[config.mk]
export PLATFORM = sky130hd
export DESIGN_NAME = fg_spi_config
export DESIGN_NICKNAME = d
export VERILOG_FILES = /design/src/rtl/fg_pkg.sv /design/src/rtl/fg_sync_edge.sv /design/src/rtl/fg_spi_config.sv
export SDC_FILE = /design/constraint.sdc
export NUM_CORES = 1
export LEC_CHECK = 0
export ABC_AREA = 1
export CAP_MARGIN = 15
export CORE_MARGIN = 2
export CORE_UTILIZATION = 39
export DETAILED_ROUTE_END_ITERATION = 10
export PLACE_DENSITY = 0.67
export SYNTH_ARGS = -nofsm -noshare
export SYNTH_HDL_FRONTEND = slang
export SYNTH_SLANG_ARGS = --single-unit
[constraint.sdc]
create_clock -name clk_i -period 1.5 [get_ports clk_i]
set_input_delay 0.3 -clock clk_i [delete_from_list [all_inputs] [get_ports clk_i]]
set_output_delay 0.3 -clock clk_i [all_outputs]
set_load 0.01 [all_outputs]
[src/rtl/fg_pkg.sv]
// fg_pkg -- shared definitions for the function generator configuration path.
//
// Contents:
//   - Default configuration word width.
//   - Bit positions of each field inside the configuration word, so the
//     generator and any helper logic agree on where each field lives.
//   - State encoding of the SPI configuration slave.
package fg_pkg;

  localparam int CFG_BITWIDTH_DEFAULT = 64;

  // Configuration word field positions (MSB/LSB inclusive).
  localparam int CFG_CS_MODE_BIT     = 63;
  localparam int CFG_MS_MODE_BIT     = 62;
  localparam int CFG_RADIX_BIT       = 61;
  localparam int CFG_PRESCALER_MSB   = 60;
  localparam int CFG_PRESCALER_LSB   = 52;
  localparam int CFG_COUNTER_MSB     = 51;
  localparam int CFG_COUNTER_LSB     = 42;
  localparam int CFG_PHASE_ON_MSB    = 41;
  localparam int CFG_PHASE_ON_LSB    = 32;
  localparam int CFG_RISE_MSB        = 31;
  localparam int CFG_RISE_LSB        = 24;
  localparam int CFG_FALL_MSB        = 23;
  localparam int CFG_FALL_LSB        = 16;
  localparam int CFG_AMPLITUDE_MSB   = 15;
  localparam int CFG_AMPLITUDE_LSB   = 8;
  localparam int CFG_OFFSET_MSB      = 7;
  localparam int CFG_OFFSET_LSB      = 0;

  // SPI slave states.
  typedef enum logic [1:0] {
    ST_IDLE   = 2'd0,
    ST_SHIFT  = 2'd1,
    ST_COMMIT = 2'd2
  } spi_state_e;

endpackage

[src/rtl/fg_sync_edge.sv]
// fg_sync_edge -- multi-flop synchroniser with edge detection.
//
// An asynchronous input is passed through SYNC_STAGES flip-flops. The last
// stage is the synced level; a one-cycle-delayed copy of it gives single-cycle
// rise and fall pulses. On reset every flop takes RESET_LEVEL so no spurious
// edge is reported when reset is released with the pin at its idle level.
//
// Ports:
//   clk_i  in   system clock
//   rst_n  in   synchronous active-low reset
//   din    in   asynchronous input
//   level  out  synchronised level
//   rise   out  one-cycle pulse on a synced 0->1 transition
//   fall   out  one-cycle pulse on a synced 1->0 transition
module fg_sync_edge #(
  parameter int   SYNC_STAGES = 2,
  parameter logic RESET_LEVEL = 1'b0
) (
  input  logic clk_i,
  input  logic rst_n,
  input  logic din,
  output logic level,
  output logic rise,
  output logic fall
);

  logic [SYNC_STAGES-1:0] sync_reg;
  logic                   prev_reg;

  // Stage 0 samples the pin; each later stage samples the one before it.
  always_ff @(posedge clk_i) begin
    if (!rst_n) begin
      sync_reg <= {SYNC_STAGES{RESET_LEVEL}};
      prev_reg <= RESET_LEVEL;
    end else begin
      sync_reg <= {sync_reg[SYNC_STAGES-2:0], din};
      prev_reg <= sync_reg[SYNC_STAGES-1];
    end
  end

  assign level = sync_reg[SYNC_STAGES-1];
  assign rise  = sync_reg[SYNC_STAGES-1] & ~prev_reg;
  assign fall  = ~sync_reg[SYNC_STAGES-1] & prev_reg;

endmodule

[src/rtl/fg_spi_config.sv]
// fg_spi_config -- SPI mode-0 slave holding the function generator
// configuration word.
//
// A frame is CONFIG_REG_BITWIDTH bits, MSB first, framed by chip select.
// The configuration bus only changes when a frame of exactly the right
// length completes; wrong-length frames leave the bus alone and raise a
// sticky error flag that the next good frame clears. While a frame is being
// received the currently committed word is shifted out on MISO.
//
// Ports:
//   clk_i             in   system clock (>= 8x SCLK)
//   rst_n             in   synchronous active-low reset
//   spi_sclk_i        in   SPI clock, asynchronous, idles low
//   spi_csn_i         in   chip select, active-low, asynchronous
//   spi_mosi_i        in   serial data in, MSB first
//   spi_miso_o        out  readback of committed word, MSB first
//   CR_bus_o          out  committed configuration word
//   cfgUpdate_STRB_o  out  one-cycle pulse in the cycle CR_bus_o changes
//   frameError_o      out  sticky: last frame had the wrong bit count
module fg_spi_config
  import fg_pkg::*;
#(
  parameter int                             CONFIG_REG_BITWIDTH = fg_pkg::CFG_BITWIDTH_DEFAULT,
  parameter int                             SYNC_STAGES         = 2,
  parameter logic [CONFIG_REG_BITWIDTH-1:0] RESET_CONFIG        = '0
) (
  input  logic                           clk_i,
  input  logic                           rst_n,
  input  logic                           spi_sclk_i,
  input  logic                           spi_csn_i,
  input  logic                           spi_mosi_i,
  output logic                           spi_miso_o,
  output logic [CONFIG_REG_BITWIDTH-1:0] CR_bus_o,
  output logic                           cfgUpdate_STRB_o,
  output logic                           frameError_o
);

  localparam int W     = CONFIG_REG_BITWIDTH;
  // Counter must hold W+1 so an over-long frame is distinguishable from W.
  localparam int CNT_W = $clog2(W + 2);
  localparam logic [CNT_W-1:0] CNT_FULL = CNT_W'(W);
  localparam logic [CNT_W-1:0] CNT_SAT  = CNT_W'(W + 1);

  // ---------------------------------------------------------------------
  // Input synchronisation
  // ---------------------------------------------------------------------
  logic sclk_level_unused;
  logic sclk_rise;
  logic sclk_fall;
  logic csn_level;
  logic csn_rise;
  logic csn_fall_unused;
  logic mosi_level;
  logic mosi_rise_unused;
  logic mosi_fall_unused;

  fg_sync_edge #(
    .SYNC_STAGES (SYNC_STAGES),
    .RESET_LEVEL (1'b0)
  ) u_sync_sclk (
    .clk_i (clk_i),
    .rst_n (rst_n),
    .din   (spi_sclk_i),
    .level (sclk_level_unused),
    .rise  (sclk_rise),
    .fall  (sclk_fall)
  );

  fg_sync_edge #(
    .SYNC_STAGES (SYNC_STAGES),
    .RESET_LEVEL (1'b1)
  ) u_sync_csn (
    .clk_i (clk_i),
    .rst_n (rst_n),
    .din   (spi_csn_i),
    .level (csn_level),
    .rise  (csn_rise),
    .fall  (csn_fall_unused)
  );

  fg_sync_edge #(
    .SYNC_STAGES (SYNC_STAGES),
    .RESET_LEVEL (1'b0)
  ) u_sync_mosi (
    .clk_i (clk_i),
    .rst_n (rst_n),
    .din   (spi_mosi_i),
    .level (mosi_level),
    .rise  (mosi_rise_unused),
    .fall  (mosi_fall_unused)
  );

  // ---------------------------------------------------------------------
  // State and datapath registers
  // ---------------------------------------------------------------------
  spi_state_e     state_reg,    state_next;
  logic [W-1:0]   shift_reg,    shift_next;
  logic [W-1:0]   readback_reg, readback_next;
  logic [CNT_W-1:0] cnt_reg,    cnt_next;
  logic [W-1:0]   cr_reg,       cr_next;
  logic           strobe_reg,   strobe_next;
  logic           err_reg,      err_next;
  logic           miso_reg,     miso_next;

  always_ff @(posedge clk_i) begin
    if (!rst_n) begin
      state_reg    <= ST_IDLE;
      shift_reg    <= '0;
      readback_reg <= '0;
      cnt_reg      <= '0;
      cr_reg       <= RESET_CONFIG;
      strobe_reg   <= 1'b0;
      err_reg      <= 1'b0;
      miso_reg     <= 1'b0;
    end else begin
      state_reg    <= state_next;
      shift_reg    <= shift_next;
      readback_reg <= readback_next;
      cnt_reg      <= cnt_next;
      cr_reg       <= cr_next;
      strobe_reg   <= strobe_next;
      err_reg      <= err_next;
      miso_reg     <= miso_next;
    end
  end

  // ---------------------------------------------------------------------
  // Next-state and datapath logic
  // ---------------------------------------------------------------------
  always_comb begin
    state_next    = state_reg;
    shift_next    = shift_reg;
    readback_next = readback_reg;
    cnt_next      = cnt_reg;
    cr_next       = cr_reg;
    strobe_next   = 1'b0;
    err_next      = err_reg;
    miso_next     = 1'b0;

    unique case (state_reg)
      ST_IDLE: begin
        // Level check (not edge) so a csn that re-asserts while COMMIT is
        // still running is picked up here on the following cycle.
        if (!csn_level) begin
          readback_next = cr_reg;
          shift_next    = '0;
          cnt_next      = '0;
          state_next    = ST_SHIFT;
        end
      end

      ST_SHIFT: begin
        miso_next = readback_reg[W-1];
        if (csn_rise) begin
          // End of frame takes priority over any coincident sclk edge.
          state_next = ST_COMMIT;
        end else begin
          if (sclk_rise) begin
            // Bits beyond the frame length are dropped; the counter still
            // records that they happened so the frame is rejected.
            if (cnt_reg < CNT_FULL) begin
              shift_next = {shift_reg[W-2:0], mosi_level};
            end
            if (cnt_reg != CNT_SAT) begin
              cnt_next = cnt_reg + 1'b1;
            end
          end
          if (sclk_fall) begin
            readback_next = {readback_reg[W-2:0], 1'b0};
          end
        end
      end

      ST_COMMIT: begin
        state_next = ST_IDLE;
        if (cnt_reg == CNT_FULL) begin
          // Bus and strobe registers load together, so the strobe is high
          // exactly in the cycle the new word appears.
          cr_next     = shift_reg;
          strobe_next = 1'b1;
          err_next    = 1'b0;
        end else begin
          err_next    = 1'b1;
        end
      end

      default: begin
        state_next = ST_IDLE;
      end
    endcase
  end

  assign spi_miso_o       = miso_reg;
  assign CR_bus_o         = cr_reg;
  assign cfgUpdate_STRB_o = strobe_reg;
  assign frameError_o     = err_reg;

endmodule

# --- Yosys cells after proc, flatten, opt, wreduce, memory -nomap -nowiden ---
# Index checks and enable logic that the tools add are counted.
# Widths: inputs -> output; s select.
classes:
  n_addsub: 1
  magnitude_cmp: 1
  n_eq_ne: 11
  muxes: 19
  bitwise_logic: 6
  n_reduce_logical: 9
op_table:
  columns: ["operator", "n"]
  rows:
  - ["$mux 64", 7]
  - ["$pmux 64 s2", 2]
  - ["$mux 7", 4]
  - ["$ne 2x2->1 const B", 7]
  - ["$pmux 7 s2", 1]
  - ["$reduce_and 5->1", 2]
  - ["$reduce_and 2->1", 4]
  - ["$add 7x1->7 const B", 1]
  - ["$eq 7x7->1 const B", 1]
  - ["$lt 7x7->1 const B", 1]
  - ["$ne 7x7->1 const B", 1]
  - ["$mux 2", 2]
  - ["$pmux 2 s2", 1]
  - ["$reduce_and 4->1", 1]
  - ["$and 1x1->1", 3]
  - ["$not 1->1", 3]
  - ["$eq 2x1->1 const B", 1]
  - ["$eq 2x2->1 const B", 1]
  - ["$logic_not 2->1", 1]
  - ["$mux 1", 2]
  - ["$reduce_bool 2->1", 1]
totals:
  register_bits: 212
  input_bits: 5
  output_inout_bits: 67
  elab_cells: 60

# --- Longest topological paths before layout ---
# Gate-level depths: netlist of run 1.
logic_depth:
  depth_word: 5
  depth_mapped: 10
  ltp_nobuf: 9

# --- Cells and area by module ---
# Synthesis of run 1 repeated with hierarchy kept, for this count alone.
hier_totals:
  hier_cells: 1114
  hier_area_um2: 8519.4
by_module_without_submodules:
  columns: ["mod", "n_inst", "cells_each", "area_per_inst_um2", "seq_area_each_um2"]
  rows:
  - ["fg_spi_config", 1, 1076, 8225.4, 4083.9]
  - ["fg_sync_edge at u_sync_mosi ...", 2, 13, 100.1, 60.1]
  - ["fg_sync_edge at u_sync_csn", 1, 12, 93.8, 60.1]

# --- Worst setup path before layout of run 1 ---
# No wires, ideal clock.
synth_path:
  kind: "register to register"
  from: "register cnt_reg[0]"
  to: "register cr_reg[10] (netlist: CR_bus_o[10])"
  setup_ps: 128
  arrival_time_ps: 1387
  required_ps: 1372
  path_slack_ps: -16
  path_stages_with_launch: 9
  n_path_buf: 2
  period_less_slack_ps: 1516
  path_cell_list: "dfxtp_1 > inv_1 > ha_1 > inv_1 > nor3_1 > nand3_1 > buf_2 > clkbuf_1 > o22ai_1"
synth_between:
  elab_chain_cells: 2
synth_rtl:
  columns: ["element", "line_no", "rtl"]
  rows:
  - ["from (decl)", "fg_spi_config.sv:99", "logic [CNT_W-1:0] cnt_reg, cnt_next;"]
  - ["from (signal assigned)", "fg_spi_config.sv:119", "cnt_reg <= cnt_next;"]
  - ["$eq 7x7->1", "fg_spi_config.sv:176", "if (cnt_reg == CNT_FULL) begin"]
  - ["$reduce_and 2->1 (no source line)", null, null]
  - ["to (signal assigned)", "fg_spi_config.sv:120", "cr_reg <= cr_next;"]
  - ["to (decl)", "fg_spi_config.sv:100", "logic [W-1:0] cr_reg, cr_next;"]
# Every way passes these cells.
# A chain may end at the register's enable or synchronous reset.

# --- Worst setup path in the final report of run 1 ---
layout_path:
  from: "register cnt_reg[0]"
  to: "register cr_reg[35] (netlist: CR_bus_o[35])"
# The elaborated chain is that of the path after synthesis.

==> flow_summary.ini, run 1 <==
[setup_path]
end_kind = flip-flop
rr_worst_depth = 9
crit_arrival_ns = 1.97
critPathSlowestCell = dfxtp_2
rrSetupSlack_ns = -0.03
crit_top_cell = inv_2
crit_required_ns = 1.93
cp-startpoint = cnt_reg[0]
slowest_delay_ns = 0.32
r2r_end = CR_bus_o[35]
crit_path_start_kind = flip-flop
worstSetupPathType = flip-flop to flip-flop
path_cells = inv_2 -> ha_4 -> inv_2 -> nor3_2 -> buf_4 -> nand3_4 -> buf_12 -> clkbuf_16 -> o22ai_2
r2r_start = cnt_reg[0]
worstPathMaxFanout = 7

[timing]
rsz0062_at_grt = true
final.min_clock_period_ns = 1.53
relSlewSlack = 0.753
period_share = 1.02
max_freq_mhz = 652
finalMaxSlewViolations = 0
finalHoldViolations = 0
setup_viol = 3
final.setup.tns_ns = -0.0489
setup_slack_ns = -0.0327
worstMarginPinSlew_ns = 0.370
clock-skew-final_ns = 0.0128

[finish]
insertedDiodeCount = 0
finalNetCount = 1238
final_cell_mix = nor2_1, dfxtp_1, nand2_1
area_growth_pct = 31.1
n_fill_cell = 1969
drive_above_1_share = 0.133
layout_commonest_cell = nor2_1

[place]
io_buffers = 71
dp_hpwl_microns = 12200
gp_routability_congestion = 0.788
pre_cts_slack_ns = -0.0265

[power_and_ir_drop]
irDropWorstVdd_mv = 0.755
p_comb_frac = 0.093
p_int_uw = 10200
p_leak_uw = 0.00486
power_frac_seq = 0.449
p_sw_uw = 3190
p_clk_frac = 0.458
powerDensity_mw_per_mm2 = 1220
power_uw = 13400
swShare = 0.238

[flow_run]
maxCapViolCount = 0

[floorplanning]
dieArea_sq_mm = 0.0227
die_y_microns = 151
die_width_microns = 151
start_util = 0.398
io_pins = 72
core_sq_mm = 0.0211
rows = 53

[synth]
ys_ff_latch = 212
synth-simple-area-share = 0.216
ys_types = 29
synth_xor_area_frac = 0
muxShareOfSynthArea = 0
syn_area_per_cell_sq_um = 7.26
yosysSeqAreaShare = 0.506
netlist_area_sq_mm = 0.00839
yosys.area_share.adder = 0.00447
postSynthCellCount = 1156
synth_warnings = 0
synth_fp_nets = 1164
synth_top_family_by_area = simple AND/OR/NAND/NOR gates
synth_compound_area_frac = 0.169

[detailed_routing]
drc = 0
dr.pass1.iters = 5
vias = 7522
drtIter0Drc = 573
viasPerCell = 4.94
ant_nets = 0
routed_wirelength_microns = 21600
routedWlPerCell_microns = 14.2

[min_path]
worstHoldStart = rst_n
hold_class = input pin to flip-flop
hold-path-endpoint = u_sync_mosi.sync_reg[1]
hold_depth = 3

[grt]
grt-ovfl-total = 0
antenna_found_initial = 0
grt_start_max_net_pins = 59
grt_usage = 0.175
grt_first_pass_wirelength_microns = 32700
grt_pass1_vias = 6746

[status]
violations = setup timing
outcome = finished, violations left

[clocking]
cts.sink_count = 212
cts_buffers = 24
clockBufferDepth = 3
cts_tree = built
cts_max_level = 1
clk_latency_ns = 0.51
clk_pin_slew_ns = 0.06
cts-root-buf = clkbuf_16
ctsHoldBuffers = 0
==> power by group through the flow <==
stage                     registers [uW]  logic (uW)  clock network [uW]
after CTS                           6020        1140                6260
after detailed placement            6140        1090                   0
after global routing                6060        1410                6500
after floorplan                     6120         825                   0
final                               6030        1240                6140
after global placement              6140        1070                   0
==> what timing repair did <==
action / in CTS / in global routing
endpoints found under the setup margin: 99 / 100
setup buffers: 1 / 3
gates resized for setup: 85 / 105
pin swaps: 2 / 3
gates cloned: 1 / 8
==> through the flow <==
step	hold slack (ns)	std cells	area (sq um)	util
global placement	0.397	1466	9550	0.453
CTS	0.147	1512	10400	0.492
floorplan	0.390	1156	8390	-
detailed placement	0.402	1466	9550	0.453
finish	0.196	1523	11000	0.522
global route	0.197	1523	11000	0.522
==> final cells by class <==
type / instances / area [sq um] / share of cell area
multi-input combinational: 723 / 3630 / 0.330
timing repair buffer: 125 / 1390 / 0.127
inverter: 144 / 541 / 0.0491
sequential: 212 / 4260 / 0.387
tap: 275 / 344 / 0.0313
clock inverter: 10 / 168 / 0.0152
clock buffer: 34 / 678 / 0.0616
==> critical path, delay by kind of cell, from the launching register on <==
kind	cells	cell delay (ns)
compound gates	1	0.18
fa+ha+maj	1	0.13
buf+inv	5	0.62
flops	1	0.32
simple gates	2	0.20
==> layer usage <==
metal / vias to the layer above / share of wire / track usage
met5: - / 0 / 0
met4: 0 / 0.024 / 0.0416
met3: 37 / 0.044 / 0.0270
met2: 163 / 0.46 / 0.289
met1: 3511 / 0.48 / 0.241
li1: 3811 / - / -
==> logic make-up (layout without fill, tap and decap cells) <==
logic type	after synthesis	count (layout)
flops	212	212
compound gates	263	263
simple gates	457	457
buf+inv	221	313
fa+ha+maj	3	3
==> cell usage after synthesis <==
cell type / count / area [sq um]
clkbuf_1: 47 / 176
buf_2: 21 / 105
inv_1: 140 / 526
inv_2: 4 / 15.0
nor3_1: 2 / 10.0
nand2_4: 1 / 11.3
nor2_1: 254 / 953
ha_1: 3 / 37.5
or2_2: 3 / 18.8
nor2_4: 1 / 11.3
nor2_2: 1 / 6.26
dfxtp_1: 212 / 4240
nand2_2: 2 / 12.5
o21ai_1: 40 / 200
o21bai_1: 2 / 15.0
clkbuf_2: 1 / 5.00
nand4_1: 3 / 18.8
o211a_1: 6 / 60.1
a21oi_1: 11 / 55.1
a31oi_1: 2 / 12.5
nand2_1: 165 / 619
buf_4: 3 / 22.5
buf_1: 4 / 15.0
o22ai_1: 54 / 338
buf_6: 1 / 11.3
nor2_8: 1 / 20.0
nand3_1: 23 / 115
o21ai_0: 148 / 741
nand3_4: 1 / 17.5
==> worst max-delay path by stage <==
stage,endpoint,slack (ns)
2_1_floorplan,CR_bus_o[10],-0.02
3_3_place_gp,CR_bus_o[14],0.03
3_5_place_dp,CR_bus_o[9],-0.03
4_1_cts,CR_bus_o[25],0.0007
5_1_grt,CR_bus_o[35],-0.09
6_report,CR_bus_o[35],-0.03
No activity file was read; power rests on OpenSTA's default activity.
==> run 2, diff against run 1 <==
Settings changed: CORE_UTILIZATION 39 to 45, PLACE_DENSITY 0.67 to 0.74.
==> flow_summary.ini, run 2 (synthesized netlist as in run 1, its figures left out) <==
[grt]
grt_pass1_vias = 6674
grt-ovfl-total = 0
grt_start_max_net_pins = 72
antenna_found_initial = 0
grt_usage = 0.192
grt_first_pass_wirelength_microns = 32200

[min_path]
hold-path-endpoint = readback_reg[62]
hold_class = input pin to flip-flop
worstHoldStart = rst_n
hold_depth = 3

[clocking]
clockBufferDepth = 3
cts_buffers = 22
clk_pin_slew_ns = 0.06
cts_tree = built
clk_latency_ns = 0.50
cts-root-buf = clkbuf_16
cts.sink_count = 212
cts_max_level = 1
ctsHoldBuffers = 0

[setup_path]
worstSetupPathType = flip-flop to output port
end_kind = output port
rr_worst_depth = 8
crit_arrival_ns = 1.17
rrSetupSlack_ns = 0.04
path_cells = clkdlybuf4s15_1
path_buf_inv = 1
crit_required_ns = 1.20
r2r_end = shift_reg[7]
critPathTopFamily = flip-flops
worstPathMaxFanout = 2
crit_path_start_kind = flip-flop
slowest_delay_ns = 0.40
r2r_start = state_reg[0]
critPathSlowestCell = dfxtp_1

[detailed_routing]
routed_wirelength_microns = 20400
drtIter0Drc = 530
vias = 7488
viasPerCell = 5.14
dr.pass1.iters = 5
routedWlPerCell_microns = 14.0
ant_nets = 0
drc = 0

[status]
outcome = complete, no violations

[power_and_ir_drop]
p_leak_uw = 0.00465
powerDensity_mw_per_mm2 = 1210
irDropWorstVdd_mv = 0.772

[finish]
n_fill_cell = 1624
final_cell_mix = nor2_1, dfxtp_1, nand2_1
insertedDiodeCount = 0
drive_above_1_share = 0.100
multi_input_area_sq_mm = 0.00336
post-route-util = 0.570
area.sequential_sq_mm = 0.00426
finalNetCount = 1224
area_growth_pct = 23.3
layout_commonest_cell = nor2_1

[timing]
fin_hold_ws_ns = 0.206
relSlewSlack = 0.808
worstMarginPinSlew_ns = 0.288
setup_viol = 0
period_share = 0.982
rsz0062_at_grt = true
finalHoldViolations = 0
finalMaxSlewViolations = 0
final.min_clock_period_ns = 1.47
max_freq_mhz = 679
clock-skew-final_ns = 0.0141

[floorplanning]
start_util = 0.462
io_pins = 72
core_sq_mm = 0.0181
die_y_microns = 141
rows = 49
dieArea_sq_mm = 0.0198
die_width_microns = 141

[place]
gp_routability_congestion = 0.823
dp_hpwl_microns = 11800
io_buffers = 71

[flow_run]
maxCapViolCount = 0
run 2: cell type report:
type	count	area share
tap	229	0.0277
timing repair buffer	113	0.115
clock inverter	9	0.00774
clock buffer	28	0.0604
sequential	212	0.412
multi-input combinational	723	0.325
inverter	144	0.0527
run 2: worst register-to-register path, stage by stage (launching register included):
cell and delay (ns):
dfxtp_4 0.38, inv_2 0.05, nand2_2 0.07, nand3_4 0.12, nor2_8 0.18, nand2_8 0.13, clkbuf_16 0.21, o21ai_0 0.17
nor2_1 0.05
run 2: metal layers:
layer  GRT usage  vias up  share of wire
met5           0        -              0
met4      0.0584        0          0.024
met3      0.0313       41          0.055
met2       0.314      197           0.46
met1       0.264     3465           0.46
li1            -     3785              -
run 2: repair_timing:
item | 4_1_cts | 5_1_grt
gates cloned | 0 | 6
pin swaps | 0 | 3
resized for setup | 73 | 51
setup buffers | 0 | 2
endpoints found under the setup margin | 77 | 127
run 2: where the power goes:
group / internal [uW] / switching [uW]
clock: 3110 / 2180
sequential: 5920 / 104
combinational: 447 / 797
run 2: per-stage QoR:
step	setup slack, ns	setup TNS [ns]	instances	cell area, sq um	power, uW
floorplan	-0.0158	-0.764	1156	8390	6950
global placement	0.0361	0	1413	9460	7210
detailed placement	-0.0209	-0.0212	1413	9460	7240
CTS	0.00332	0	1450	10100	12500
global route	-0.0371	-0.227	1458	10300	13000
finish	0.0270	0	1458	10300	12600
run 2: worst max-delay path by stage:
stage | startpoint | endpoint | depth (start not counted)
floorplan | cnt_reg[0] | CR_bus_o[10] | 8
global placement | state_reg[0] | shift_reg[30] | 8
detailed placement | state_reg[0] | shift_reg[34] | 8
CTS | CR_bus_o[63] | CR_bus_o[63] | 1
global route | state_reg[0] | shift_reg[8] | 8
finish | CR_bus_o[24] | CR_bus_o[24] | 1
